===== config.mk =====
export PLATFORM = sky130hd
export DESIGN_NAME = timer_ctrl
export DESIGN_NICKNAME = d
export VERILOG_FILES = /design/src/rtl/timer_ctrl.sv
export SDC_FILE = /design/constraint.sdc
export NUM_CORES = 1
export LEC_CHECK = 0
export BUFFER_PORTS_ARGS = -buffer_cell sky130_fd_sc_hd__buf_4
export CORE_MARGIN = 2
export CORE_UTILIZATION = 37
export CTS_BUF_LIST = sky130_fd_sc_hd__clkbuf_8 sky130_fd_sc_hd__clkbuf_16
export CTS_CLUSTER_SIZE = 30
export DETAILED_ROUTE_END_ITERATION = 12
export SETUP_SLACK_MARGIN = 0.5
export SLEW_MARGIN = 5
export SYNTH_ARGS = -nofsm -noshare
export SYNTH_HDL_FRONTEND = slang
export SYNTH_SLANG_ARGS = --single-unit

===== constraint.sdc =====
create_clock -name clk -period 4 [get_ports clk]
set_clock_uncertainty 0.2 [all_clocks]
set_input_delay 0.4 -clock clk [delete_from_list [all_inputs] [get_ports clk]]
set_output_delay 0.4 -clock clk [all_outputs]
set_load 0.005 [all_outputs]

===== src/rtl/timer_ctrl.sv =====
// Control stage ahead of the BCD countdown counter: preset selection, load/run
// sequencing, long/short start-button classification and done indication.
module timer_ctrl #(
    parameter int unsigned LONG_TICKS = 2
) (
    input  logic       clk,
    input  logic       rst,
    input  logic       tick,
    input  logic       pb_mode,
    input  logic       pb_start,
    input  logic       cnt_zero,
    output logic [3:0] preset0,
    output logic [3:0] preset1,
    output logic [3:0] preset2,
    output logic [3:0] preset3,
    output logic       load,
    output logic       run,
    output logic       led_done,
    output logic [1:0] state
);

    typedef enum logic [1:0] {
        S_IDLE  = 2'b00,
        S_RUN   = 2'b01,
        S_PAUSE = 2'b10,
        S_DONE  = 2'b11
    } state_t;

    localparam logic [3:0] LONG_LIM = 4'(LONG_TICKS);

    function automatic logic [15:0] preset_of(input logic [1:0] sel);
        logic [15:0] digits;
        case (sel)
            2'd0:    digits = 16'h0015;
            2'd1:    digits = 16'h0030;
            2'd2:    digits = 16'h0100;
            2'd3:    digits = 16'h0500;
            default: digits = 16'h0030;
        endcase
        return digits;
    endfunction

    state_t      r_state;
    state_t      w_state_next;
    logic [1:0]  r_sel;
    logic [1:0]  w_sel_next;
    logic [15:0] r_preset;
    logic        r_load;
    logic        w_load_next;
    logic        r_run;
    logic        r_led_done;
    logic        r_boot;
    logic [3:0]  r_hold_cnt;
    logic [3:0]  w_hold_next;
    logic        r_long_fired;
    logic        w_long_fired_next;
    logic        r_pb_start_d;
    logic        w_fall;
    logic        w_long_ev;
    logic        w_short_ev;

    // Press classification: hold counter, long/short events and long-fired latch
    always_comb begin
        w_hold_next       = r_hold_cnt;
        w_long_fired_next = r_long_fired;
        w_fall            = r_pb_start_d & ~pb_start;
        w_long_ev         = 1'b0;
        w_short_ev        = w_fall & ~r_long_fired;
        if (!pb_start) begin
            w_hold_next = 4'd0;
        end else if (tick && (r_hold_cnt < LONG_LIM)) begin
            w_hold_next = r_hold_cnt + 4'd1;
        end else begin
            w_hold_next = r_hold_cnt;
        end
        // the tick that brings the count up to the limit is the long event itself
        if (pb_start && tick && !r_long_fired && (r_hold_cnt < LONG_LIM)
                && ((r_hold_cnt + 4'd1) == LONG_LIM)) begin
            w_long_ev         = 1'b1;
            w_long_fired_next = 1'b1;
        end else if (w_fall) begin
            w_long_fired_next = 1'b0;
        end else begin
            w_long_fired_next = r_long_fired;
        end
    end

    // Next-state, preset selection and load request
    always_comb begin
        w_state_next = r_state;
        w_sel_next   = r_sel;
        w_load_next  = r_boot;
        if (w_long_ev) begin
            w_state_next = S_IDLE;
            w_load_next  = 1'b1;
        end else begin
            case (r_state)
                S_IDLE: begin
                    if (w_short_ev) begin
                        w_state_next = S_RUN;
                    end else if (pb_mode) begin
                        w_sel_next  = r_sel + 2'd1;
                        w_load_next = 1'b1;
                    end else begin
                        w_state_next = S_IDLE;
                    end
                end
                S_RUN: begin
                    if (cnt_zero) begin
                        w_state_next = S_DONE;
                    end else if (w_short_ev) begin
                        w_state_next = S_PAUSE;
                    end else begin
                        w_state_next = S_RUN;
                    end
                end
                S_PAUSE: begin
                    if (w_short_ev) begin
                        w_state_next = S_RUN;
                    end else begin
                        w_state_next = S_PAUSE;
                    end
                end
                S_DONE: begin
                    if (w_short_ev) begin
                        w_state_next = S_IDLE;
                        w_load_next  = 1'b1;
                    end else begin
                        w_state_next = S_DONE;
                    end
                end
                default: begin
                    w_state_next = S_IDLE;
                    w_load_next  = 1'b1;
                end
            endcase
        end
    end

    // FSM state register
    always_ff @(posedge clk or posedge rst) begin
        if (rst) begin
            r_state <= S_IDLE;
        end else begin
            r_state <= w_state_next;
        end
    end

    // Registered outputs and press-tracking state; preset follows the new sel so it lands with load
    always_ff @(posedge clk or posedge rst) begin
        if (rst) begin
            r_sel        <= 2'd1;
            r_preset     <= 16'h0030;
            r_load       <= 1'b0;
            r_run        <= 1'b0;
            r_led_done   <= 1'b0;
            r_boot       <= 1'b1;
            r_hold_cnt   <= 4'd0;
            r_long_fired <= 1'b0;
            r_pb_start_d <= 1'b0;
        end else begin
            r_sel        <= w_sel_next;
            r_preset     <= preset_of(w_sel_next);
            r_load       <= w_load_next;
            r_run        <= (w_state_next == S_RUN);
            r_led_done   <= (w_state_next == S_DONE);
            r_boot       <= 1'b0;
            r_hold_cnt   <= w_hold_next;
            r_long_fired <= w_long_fired_next;
            r_pb_start_d <= pb_start;
        end
    end

    assign preset0  = r_preset[15:12];
    assign preset1  = r_preset[11:8];
    assign preset2  = r_preset[7:4];
    assign preset3  = r_preset[3:0];
    assign load     = r_load;
    assign run      = r_run;
    assign led_done = r_led_done;
    assign state    = r_state;

endmodule

Word level (Yosys, flattened, before mapping)
Index checks and enable logic that the tools add are counted.
{ "word_totals": {"inputBits": 6, "output_inout_bits": 21, "word_cells": 59, "mem_bits_ro": 0, "reg_bits": 30, "latchBits": 0, "n_memories": 0, "mem_bits_rw": 0} }
{ "classes": {"div_mod_pow": 0, "n_mux": 23, "eq_ne": 10, "shift": 0, "n_reduce_logical": 9, "order_cmp": 1, "n_mul": 0, "addsub": 2, "bitwise_logic": 4} }
{ "ops": {"columns": ["cell", "count"], "rows": [
  ["one-hot mux 16 bit (4 select lines)", 1],
  ["two-way mux 2 bit", 11],
  ["== test 2 bit (second input constant)", 5],
  ["two-way mux 4 bit", 2],
  ["one-hot mux 2 bit (4 select lines)", 1],
  ["two-way mux 1 bit", 7],
  ["== test 2 x 1 -> 1 bit (second input constant)", 3],
  ["logical AND 1 bit", 5],
  ["adder 4 x 1 -> 4 bit (second input constant)", 1],
  ["== test 4 x 2 -> 1 bit (second input constant)", 1],
  ["logical NOT 2 bit", 2],
  ["less-than comparator 4 x 2 -> 1 bit (second input constant)", 1],
  ["adder 2 x 1 -> 2 bit (second input constant)", 1],
  ["AND 1 bit", 2],
  ["inequality test 2 x 1 -> 1 bit (second input constant)", 1],
  ["inverter 1 bit", 2],
  ["one-hot mux 1 bit (2 select lines)", 1],
  ["nonzero test 2 bit", 1],
  ["logical NOT 1 bit", 1]
]} }

Logic depth before layout (Yosys ltp)
Gate-level depths: netlist (run 1).
{ "logic_depth": {"depth_word": 8, "depth_mapped": 6, "ltp_nobuf": 6} }

Worst setup path before layout (run 1)
Ideal clock, no wire load.
{ "synth_timing": {"kind": "register to register", "from": "register r_hold_cnt[1]", "to": "register r_sel[1]", "stages_incl_launch_ff": 5, "path_buffers": 0, "arrival_ns": 1.675, "setup_ns": 0.136, "slack_ns": 1.989, "period_less_slack_ns": 2.011, "t_required_ns": 3.664, "cell_sequence": "dfrtp_1 or4b_4 nor4_4 nor3b_2 xor2_1"} }
{ "synth_via": {"elab_chain_cells": 5, "word_cells_on_any_way": 7, "cone_classes": "1 x add/sub; 1 x order compare; 1 x eq/ne; 2 x mux; 2 x reduce/logical"} }
{ "synth_rtl": {"columns": ["element", "line", "rtl"], "rows": [
  ["start: declaration", "53", "logic [3:0] r_hold_cnt;"],
  ["start signal: assignment", "168", "r_hold_cnt <= w_hold_next;"],
  ["adder 4 x 1 -> 4 bit or less-than comparator 4 x 2 -> 1 bit (tied branches)", "78, 77", null],
  ["== test 4 x 2 -> 1 bit or logical AND 1 bit (tied branches)", "78, 77", null],
  ["logical AND 1 bit (*)", "78", "&& ((r_hold_cnt + 4'd1) == LONG_LIM)) begin"],
  ["two-way mux 1 bit (*)", "77", "if (pb_start && tick && !r_long_fired && (r_hold_cnt < LONG_LIM)"],
  ["two-way mux 2 bit (*)", "93", "if (w_long_ev) begin"],
  ["via w_sel_next[1]", "46", "logic [1:0] w_sel_next;"],
  ["end signal: assignment", "162", "r_sel <= w_sel_next;"],
  ["end: declaration", "45", "logic [1:0] r_sel;"]
]} }
Mark *: on every way through the listed nets, which the timed path passes. The rest lies on a longest branch.
A chain may end at the register's enable or synchronous reset.

Worst setup path in the final report (run 1)
Same ends and word-level chain as after synthesis.

==> results of run 1 <==
## state kept, by name, indices dropped and copies added (netlist names)
name          flops
r_sel             2
load              1
run               1
r_pb_start_d      1
r_preset          4
r_long_fired      1
led_done          1
r_boot            1
state             2
r_hold_cnt        4
## synth_stat cells, drive strengths merged
| master | n |
|---|---|
| inv | 6 |
| a31oi | 1 |
| nor3b | 2 |
| xnor2 | 2 |
| a311oi | 2 |
| nor2b | 2 |
| buf | 12 |
| a41oi | 1 |
| or3b | 1 |
| nand2 | 2 |
| conb | 1 |
| o21ai | 6 |
| or3 | 2 |
| nand2b | 1 |
| or4b | 1 |
| o2bb2ai | 1 |
| a21o | 1 |
| nor4 | 1 |
| a21oi | 2 |
| nand3 | 1 |
| nor2 | 1 |
| a211oi | 1 |
| dfrtp | 14 |
| ha | 6 |
| dfstp | 4 |
| a21boi | 2 |
| or2 | 1 |
| xor2 | 2 |
| mux2i | 1 |
| and2 | 4 |
## power by group
part           switching [mW]  total, mW  internal [mW]
logic                   0.130      0.284          0.154
clock network          0.0570      0.125         0.0681
registers              0.0471      0.301          0.254
## routing by layer
metal	vias to the layer above	routed length (µm)	global-route usage
li1	299	-	-
met1	279	692	0.150
met2	16	694	0.183
met3	4	71	0.0242
met4	0	49	0.0976
met5	-	0	0
## layout by cell type, fill, tap and decap left out, types with 2 or more instances in the layout
cell type and n:
buf_4 16, dfrtp_1 14, conb_1 11, inv_1 7, ha_1 6, o21ai_0 5, and2_1 4, dfstp_2 4
clkbuf_8 3, xnor2_1 2, xor2_1 2, nand2_1 2, a21oi_1 2, nor2b_1 2
## worst reg2reg max path: stages, from the launching register on
cell,delay (ps)
dfrtp_1,400
or4b_4,580
nor4_4,540
nor3b_2,150
xor2_1,170
## cell type report
cell class	count	area, µm²	area share
inverter	6	22.5	0.0203
clock buffer	3	41.3	0.0372
sequential	18	455	0.411
multi-input combinational	58	428	0.386
clock inverter	1	3.75	0.00339
tap	30	37.5	0.0339
timing repair buffer	16	120	0.108
## through the flow
step | instances | cell area [µm²]
6_report | 132 | 1110
3_3_place_gp | 128 | 1060
4_1_cts | 132 | 1110
3_5_place_dp | 128 | 1060
5_1_grt | 132 | 1110
2_1_floorplan | 94 | 996
## kinds of logic after synthesis
kind of cell	Yosys count	share of synthesized area
buffers and inverters	18	0.117
other	1	0.00391
xor gates and xnor gates	4	0.0366
adders and majority gates	6	0.0783
muxes	1	0.0104
AOI/OAI and AO/OA	17	0.128
DFF	18	0.475
and+or+nand+nor	19	0.150
## worst max path at each step
| stage | from | endpoint | slack, ps |
|---|---|---|---|
| detailed placement | tick | r_sel[1] | 1820 |
| CTS | r_hold_cnt[1] | r_sel[1] | 1820 |
| finish | r_hold_cnt[1] | r_sel[1] | 1830 |
| global placement | tick | r_sel[1] | 1840 |
| global route | r_hold_cnt[1] | run | 1710 |
| floorplan | r_hold_cnt[1] | r_sel[1] | 1990 |
==> results.toml, run 1 <==
[run_status]
status = "finished, final reports clean"

[clock_tree]
clk_pin_slew_ps = 60
clk_latency_ps = 250
htree_levels = 1
clock-sinks = 18
cts_tree = "yes"
cts_made_buffers = 3
cts_resized = 0
cts_setup_buffers = 0
cts.hold.buffers_added = 0
cts_buffer_depth = 2
clock-root-buffer = "clkbuf_8"

[logic_synthesis]
yosysUniqueCellTypes = 35
synth-seq-cells = 18
synth_top_area_cell = "dfrtp_1"
synth_cells = 84
ys_warn_count = 0
syn-cell-area_um2 = 958
synth_area_per_cell_um2 = 11.4
synth.area.top_cells = "dfrtp_1, dfstp_2, buf_4"
synth_top_area_share = 0.366
ys_seq_area_frac = 0.475

[grt]
overflow = 0
grt_max_degree = 19
grtUsageTotal = 0.121
grt_pass1_vias = 535
antenna_found_initial = 0
grt_pass1_wl_um = 2480

[power_and_ir_drop]
leakagePower_nw = 0.541
power.density_nw_per_um2 = 640
total_power_mw = 0.710
vdd_ir_drop_max_v = 0.000298

[sta]
fin_ws_ps = 1830
min_period_ps = 2170
final-max-slew-violation-count = 0
rsz0062_at_grt = "false"
clock.fmax_mhz = 461
hold_viol_final = 0
max-slew-margin-rel = 0.557
worst_pin_slew_ps = 664
tns_ps = 0
finalSetupViolCount = 0
timing.final.crit_share = 0.542
holdWs_ps = 46.7

[worst_setup_path]
reg2reg_setup_slack_ps = 1830
rr_worst_depth = 4
critPathRequiredTime_ps = 3920
cpPeakStageDelay_ps = 580
crit_path_start_kind = "flop"
path_depth = 4
path_max_fanout = 8
end_kind = "flop"
reg2reg_from = "r_hold_cnt[1]"
cp_num_buf_inv = 0
cp_cell_sequence = "or4b_4 > nor4_4 > nor3b_2 > xor2_1"
crit_family = "simple AND/OR/NAND/NOR gates"
slowest_stage = "or4b_4"
crit_type = "flop to flop"
worstPathArrival_ps = 2090
r2r_end = "r_sel[1]"

[floorplan]
die_w_um = 54.9
die_h_um = 54.9
start_util = 0.390
dieArea_um2 = 3010
num_io_pins = 27
core.rowCount = 18
coreArea_um2 = 2450

[finish]
area_growth_pct = 15.7
n_fill_cell = 244
nets = 115
drive_above_1_share = 0.304
post-route-util = 0.452
diodes = 0

[placement]
io_buffers = 16
dp_slack_ps = 1820
place.gp.congestion = 0.741
dpl.hpwl_um = 1110

[drt]
vias = 598
routed_via_density = 4.53
drtPass1Iterations = 4
drc_errors = 0
wl_per_cell_um = 11.4
wirelength_um = 1510
drt_iter0_markers = 5
detail-route-antenna-nets = 0

[job]
drv_cap = 0

[worst_hold_path]
min_path_type = "primary input to asynchronous set/reset pin"
No activity file was read; power rests on OpenSTA's default activity.
==> inputs of run 2 (changes only) <==
==> constraint.sdc (replaced) <==
create_clock -name clk -period 2 [get_ports clk]
set_clock_uncertainty 0.2 [all_clocks]
set_input_delay 0.2 -clock clk [delete_from_list [all_inputs] [get_ports clk]]
set_output_delay 0.2 -clock clk [all_outputs]
set_load 0.005 [all_outputs]
==> results.toml, run 2 (same netlist as run 1, synthesis figures left out) <==
[clock_tree]
cts_buffer_depth = 2
cts_tree = "yes"
clk_latency_ps = 250
clock-root-buffer = "clkbuf_8"
htree_levels = 1
clk_pin_slew_ps = 60
clock-sinks = 18
cts_made_buffers = 3

[worst_setup_path]
worstPathArrival_ps = 1830
cp_num_buf_inv = 1
cpPeakStageDelay_ps = 510
end_kind = "flop"
crit_path_start_kind = "flop"
crit_family = "simple AND/OR/NAND/NOR gates"
critPathRequiredTime_ps = 1930
cp_cell_sequence = "or4b_4 > nor4_4 > buf_4 > a311oi_1 > nor2b_1"
path_max_fanout = 3
slowest_stage = "or4b_4"
crit_type = "flop to flop"

[power_and_ir_drop]
p_sw_frac = 0.328
p_int_mw = 1.07
leakagePower_nw = 0.615
vdd_ir_drop_max_v = 0.000768
power_frac_comb = 0.432
power.density_nw_per_um2 = 1220
power_switching_mw = 0.522
clkPwrFrac = 0.182
seqPwrFrac = 0.385

[finish]
drive_above_1_share = 0.491
post-route-util = 0.532
finish.instance_area_um2 = 1310
diodes = 0
largest_registers = "r_hold_cnt x4, r_preset x4"
layout_commonest_cell = "buf_4"
area_growth_pct = 36.3
nets = 127
mostFrequentLayoutCells = "buf_4, conb_1, dfrtp_1, inv_1"

[floorplan]
start_util = 0.390
core.rowCount = 18
num_io_pins = 27
dieArea_um2 = 3010
die_h_um = 54.9
coreArea_um2 = 2450
die_w_um = 54.9

[sta]
tns_ps = 0
rsz0062_at_grt = "true"
hold_viol_final = 0
final-max-slew-violation-count = 0
clock.fmax_mhz = 527
min_period_ps = 1900
timing.final.crit_share = 0.949
max-slew-margin-rel = 0.567
finalSetupViolCount = 0
worst_pin_slew_ps = 648
holdWs_ps = 23.6

[grt]
grtUsageTotal = 0.117
antenna_found_initial = 0
grt_pass1_wl_um = 2410
grt_pass1_vias = 556
overflow = 0
grt_max_degree = 19

[placement]
io_buffers = 16
place.gp.congestion = 0.749
dpl.hpwl_um = 1100
postPlaceCellArea_um2 = 1090

[drt]
wl_per_cell_um = 11.4
drt_iter0_markers = 5
drt-met1-wl_um = 692
vias = 666
wl_met3_um = 80
routed_via_density = 4.63
drc_errors = 0
drtPass1Iterations = 3
detail-route-antenna-nets = 0
wirelength_um = 1650
top_layer = "met4"
met2_length_um = 862

[job]
drv_cap = 0

[run_status]
status = "finished, final reports clean"

[worst_hold_path]
min_path_type = "primary input to flop"
run 2: power groups by stage:
stage          registers [mW]  logic, mW  clock network, mW
6_report                0.612      0.688              0.290
5_1_grt                 0.629      0.773              0.318
4_1_cts                 0.596      0.612              0.302
3_5_place_dp            0.601      0.588                  0
3_3_place_gp            0.601      0.581                  0
2_1_floorplan           0.601      0.380                  0
run 2: final timing paths:
path	startpoint	end	slack [ps]	cells after the start
setup / recovery	r_hold_cnt[2]	run	100	5
hold / removal	pb_start	r_hold_cnt[3]	20	2
setup reg to reg	r_hold_cnt[2]	run	100	5
hold reg to reg	r_sel[1]	r_preset[5]	340	1
max in group asynchronous	rst	r_hold_cnt[2]	740	3
min in group asynchronous	rst	r_preset[10]	400	3
run 2: repair_timing:
item                       in CTS  in global routing
setup endpoints to repair      14                 14
hold buffers                    2                  0
pin swaps                       2                  4
hold endpoints to repair       15                  0
gates resized for setup         3                 19
buffers inserted                3                  4
run 2: through the flow:
step | std cells | setup slack [ps] | total power [mW]
after detailed placement | 131 | 47.9 | 1.19
after floorplan | 94 | 126 | 0.981
after CTS | 140 | 79.0 | 1.51
final | 144 | 102 | 1.59
after global placement | 131 | 73.3 | 1.18
after global routing | 144 | 44.4 | 1.72
run 2: worst register-to-register path: stages, from the launching register on:
cell and delay [ps]:
dfrtp_2 450, or4b_4 510, nor4_4 210, buf_4 190
a311oi_1 60, nor2b_1 160
run 2: cell type report:
| cell class | count | area (µm²) |
|---|---|---|
| tap | 30 | 37.5 |
| sequential | 18 | 459 |
| clock buffer | 4 | 55.1 |
| multi-input combinational | 58 | 509 |
| timing repair buffer | 28 | 223 |
| inverter | 6 | 22.5 |
| fill | 218 | 1150 |
run 2: metal layers:
metal / GRT usage / up-vias
li1: - / 325
met3: 0.0323 / 2
met5: 0 / -
met4: 0.0732 / 0
met1: 0.134 / 325
met2: 0.192 / 14
==> inputs of run 3 (changes only) <==
--- a/config.mk
+++ b/config.mk
@@ -5,6 +5,7 @@
 export SDC_FILE = /design/constraint.sdc
 export NUM_CORES = 1
 export LEC_CHECK = 0
+export ABC_AREA = 1
 export BUFFER_PORTS_ARGS = -buffer_cell sky130_fd_sc_hd__buf_4
 export CORE_MARGIN = 2
 export CORE_UTILIZATION = 37
==> results.toml, run 3 <==
[sta]
clock.fmax_mhz = 626
tns_ps = 0
hold_viol_final = 0
final-max-slew-violation-count = 0
timing.final.crit_share = 0.799
max-slew-margin-rel = 0.552
worst_pin_slew_ps = 671
min_period_ps = 1600
fin_ws_ps = 401
finalSetupViolCount = 0
rsz0062_at_grt = "true"

[clock_tree]
cts_tree = "yes"
clock-sinks = 18
clk_latency_ps = 250
htree_levels = 1
cts_made_buffers = 3
cts_buffer_depth = 2
clock-root-buffer = "clkbuf_8"
clk_pin_slew_ps = 70

[logic_synthesis]
synth_area_per_cell_um2 = 8.93
syn-cell-area_um2 = 991
synth_top_area_share = 0.354
synth_cells = 111
yosysUniqueCellTypes = 22
ys_seq_area_frac = 0.460
yosysMostFrequentCell = "inv_1"
ys_warn_count = 0
synth_top_area_cell = "dfrtp_1"
synth-main-ff-cell = "dfrtp_1"
netlist_top_cells_count = "inv_1, nand2_1, dfrtp_1"
synth-seq-cells = 18
synthArstFlopShare = 1.00
synth_edf_count = 0
synth.area.top_cells = "dfrtp_1, dfstp_2, buf_4"

[drt]
detail-route-antenna-nets = 0
drc_errors = 0
drt_iter0_markers = 11
wl_per_cell_um = 10.5
vias = 723
drtPass1Iterations = 4
routed_via_density = 4.36
wirelength_um = 1750

[finish]
mostFrequentLayoutCells = "buf_4, inv_1, dfrtp_1, nand2_1, conb_1"
drive_above_1_share = 0.434
layout_commonest_cell = "buf_4"
area_growth_pct = 32.3
diodes = 0
largest_registers = "r_hold_cnt x4, r_preset x4"
nets = 149

[worst_setup_path]
crit_path_start_kind = "flop"
crit_type = "flop to flop"
critPathRequiredTime_ps = 1940
path_max_fanout = 8
worstPathArrival_ps = 1540
end_kind = "flop"

[grt]
grt_pass1_wl_um = 2980
grtUsageTotal = 0.123
grt_pass1_vias = 694
overflow = 0
grt_max_degree = 19
antenna_found_initial = 0

[power_and_ir_drop]
power_frac_comb = 0.501
vdd_ir_drop_max_v = 0.000781
seqPwrFrac = 0.332
clkPwrFrac = 0.167
p_int_mw = 1.09
leakagePower_nw = 0.695
p_sw_frac = 0.370
power.density_nw_per_um2 = 1320
power_switching_mw = 0.641

[floorplan]
dieArea_um2 = 3110
die_w_um = 55.8
num_io_pins = 27
core.rowCount = 18
coreArea_um2 = 2500
die_h_um = 55.8
start_util = 0.396

[placement]
dpl.hpwl_um = 1190
place.gp.congestion = 0.820
dp_slack_ps = 404
io_buffers = 16

[worst_hold_path]
min_path_type = "primary input to flop"

[job]
drv_cap = 0

[run_status]
status = "finished, final reports clean"
run 3: power groups by stage:
| stage | clock network, mW | logic [mW] | registers [mW] |
|---|---|---|---|
| floorplan | 0 | 0.461 | 0.580 |
| finish | 0.289 | 0.869 | 0.575 |
| global route | 0.322 | 0.974 | 0.588 |
| global placement | 0 | 0.661 | 0.585 |
| CTS | 0.305 | 0.798 | 0.573 |
| detailed placement | 0 | 0.670 | 0.583 |
run 3: cell type report:
cell class	count	area, µm²
repair buffers	23	181
inverters	20	75.1
fillers	232	1190
clock buffers	4	55.1
well taps	30	37.5
flip-flops and latches	18	455
multi-input cells	71	507
run 3: timing repair:
item / in CTS / in global routing
resized for setup: 11 / 13
setup buffers: 4 / 1
setup endpoints to repair: 10 / 13
hold endpoints to repair: 16 / 0
gates cloned: 0 / 0
hold buffers: 2 / 0
pin swaps: 3 / 5
run 3: metrics by stage:
step                hold WS, ps  std cells  power, mW  instance area, µm²  utilization
CTS                        39.4        165       1.68                1250        0.501
global route               57.5        166       1.88                1310        0.525
floorplan                 -64.3        121       1.04                1030            -
global placement            132        155       1.25                1100        0.440
finish                     48.1        166       1.73                1310        0.525
detailed placement          138        155       1.25                1100        0.440
run 3: worst max-delay path: stages (launching register included):
cell and delay, ps:
dfrtp_1 410, ha_2 220, nand2_1 80, nand2_2 60
nor2_4 120, nand2_4 110, nand2_4 120, nand2_4 50
nand2_4 80, nor2_2 40
run 3: kinds of logic after synthesis:
kind of cell,share of synthesized area
other,0.00378
and+or+nand+nor,0.231
adders and majority gates,0.0758
xor gates and xnor gates,0.00884
AOI/OAI and AO/OA,0.0543
buffers and inverters,0.167
DFF,0.460
run 3: final timing paths:
kind,cells after the start,startpoint,endpoint,slack (ps)
max,9,r_hold_cnt[1],r_preset[10],400
min,3,pb_start,r_hold_cnt[0],50
max reg2reg,9,r_hold_cnt[1],r_preset[10],400
min reg2reg,2,r_long_fired,r_long_fired,290
max in group asynchronous,3,rst,r_long_fired,770
min in group asynchronous,3,rst,r_hold_cnt[3],410
run 3: layer usage:
metal | vias up | global-route usage | part of all wire
met4 | 0 | 0.0418 | 0.0052
met2 | 17 | 0.218 | 0.53
met1 | 342 | 0.135 | 0.41
li1 | 362 | - | -
met5 | - | 0 | 0
met3 | 2 | 0.0442 | 0.053
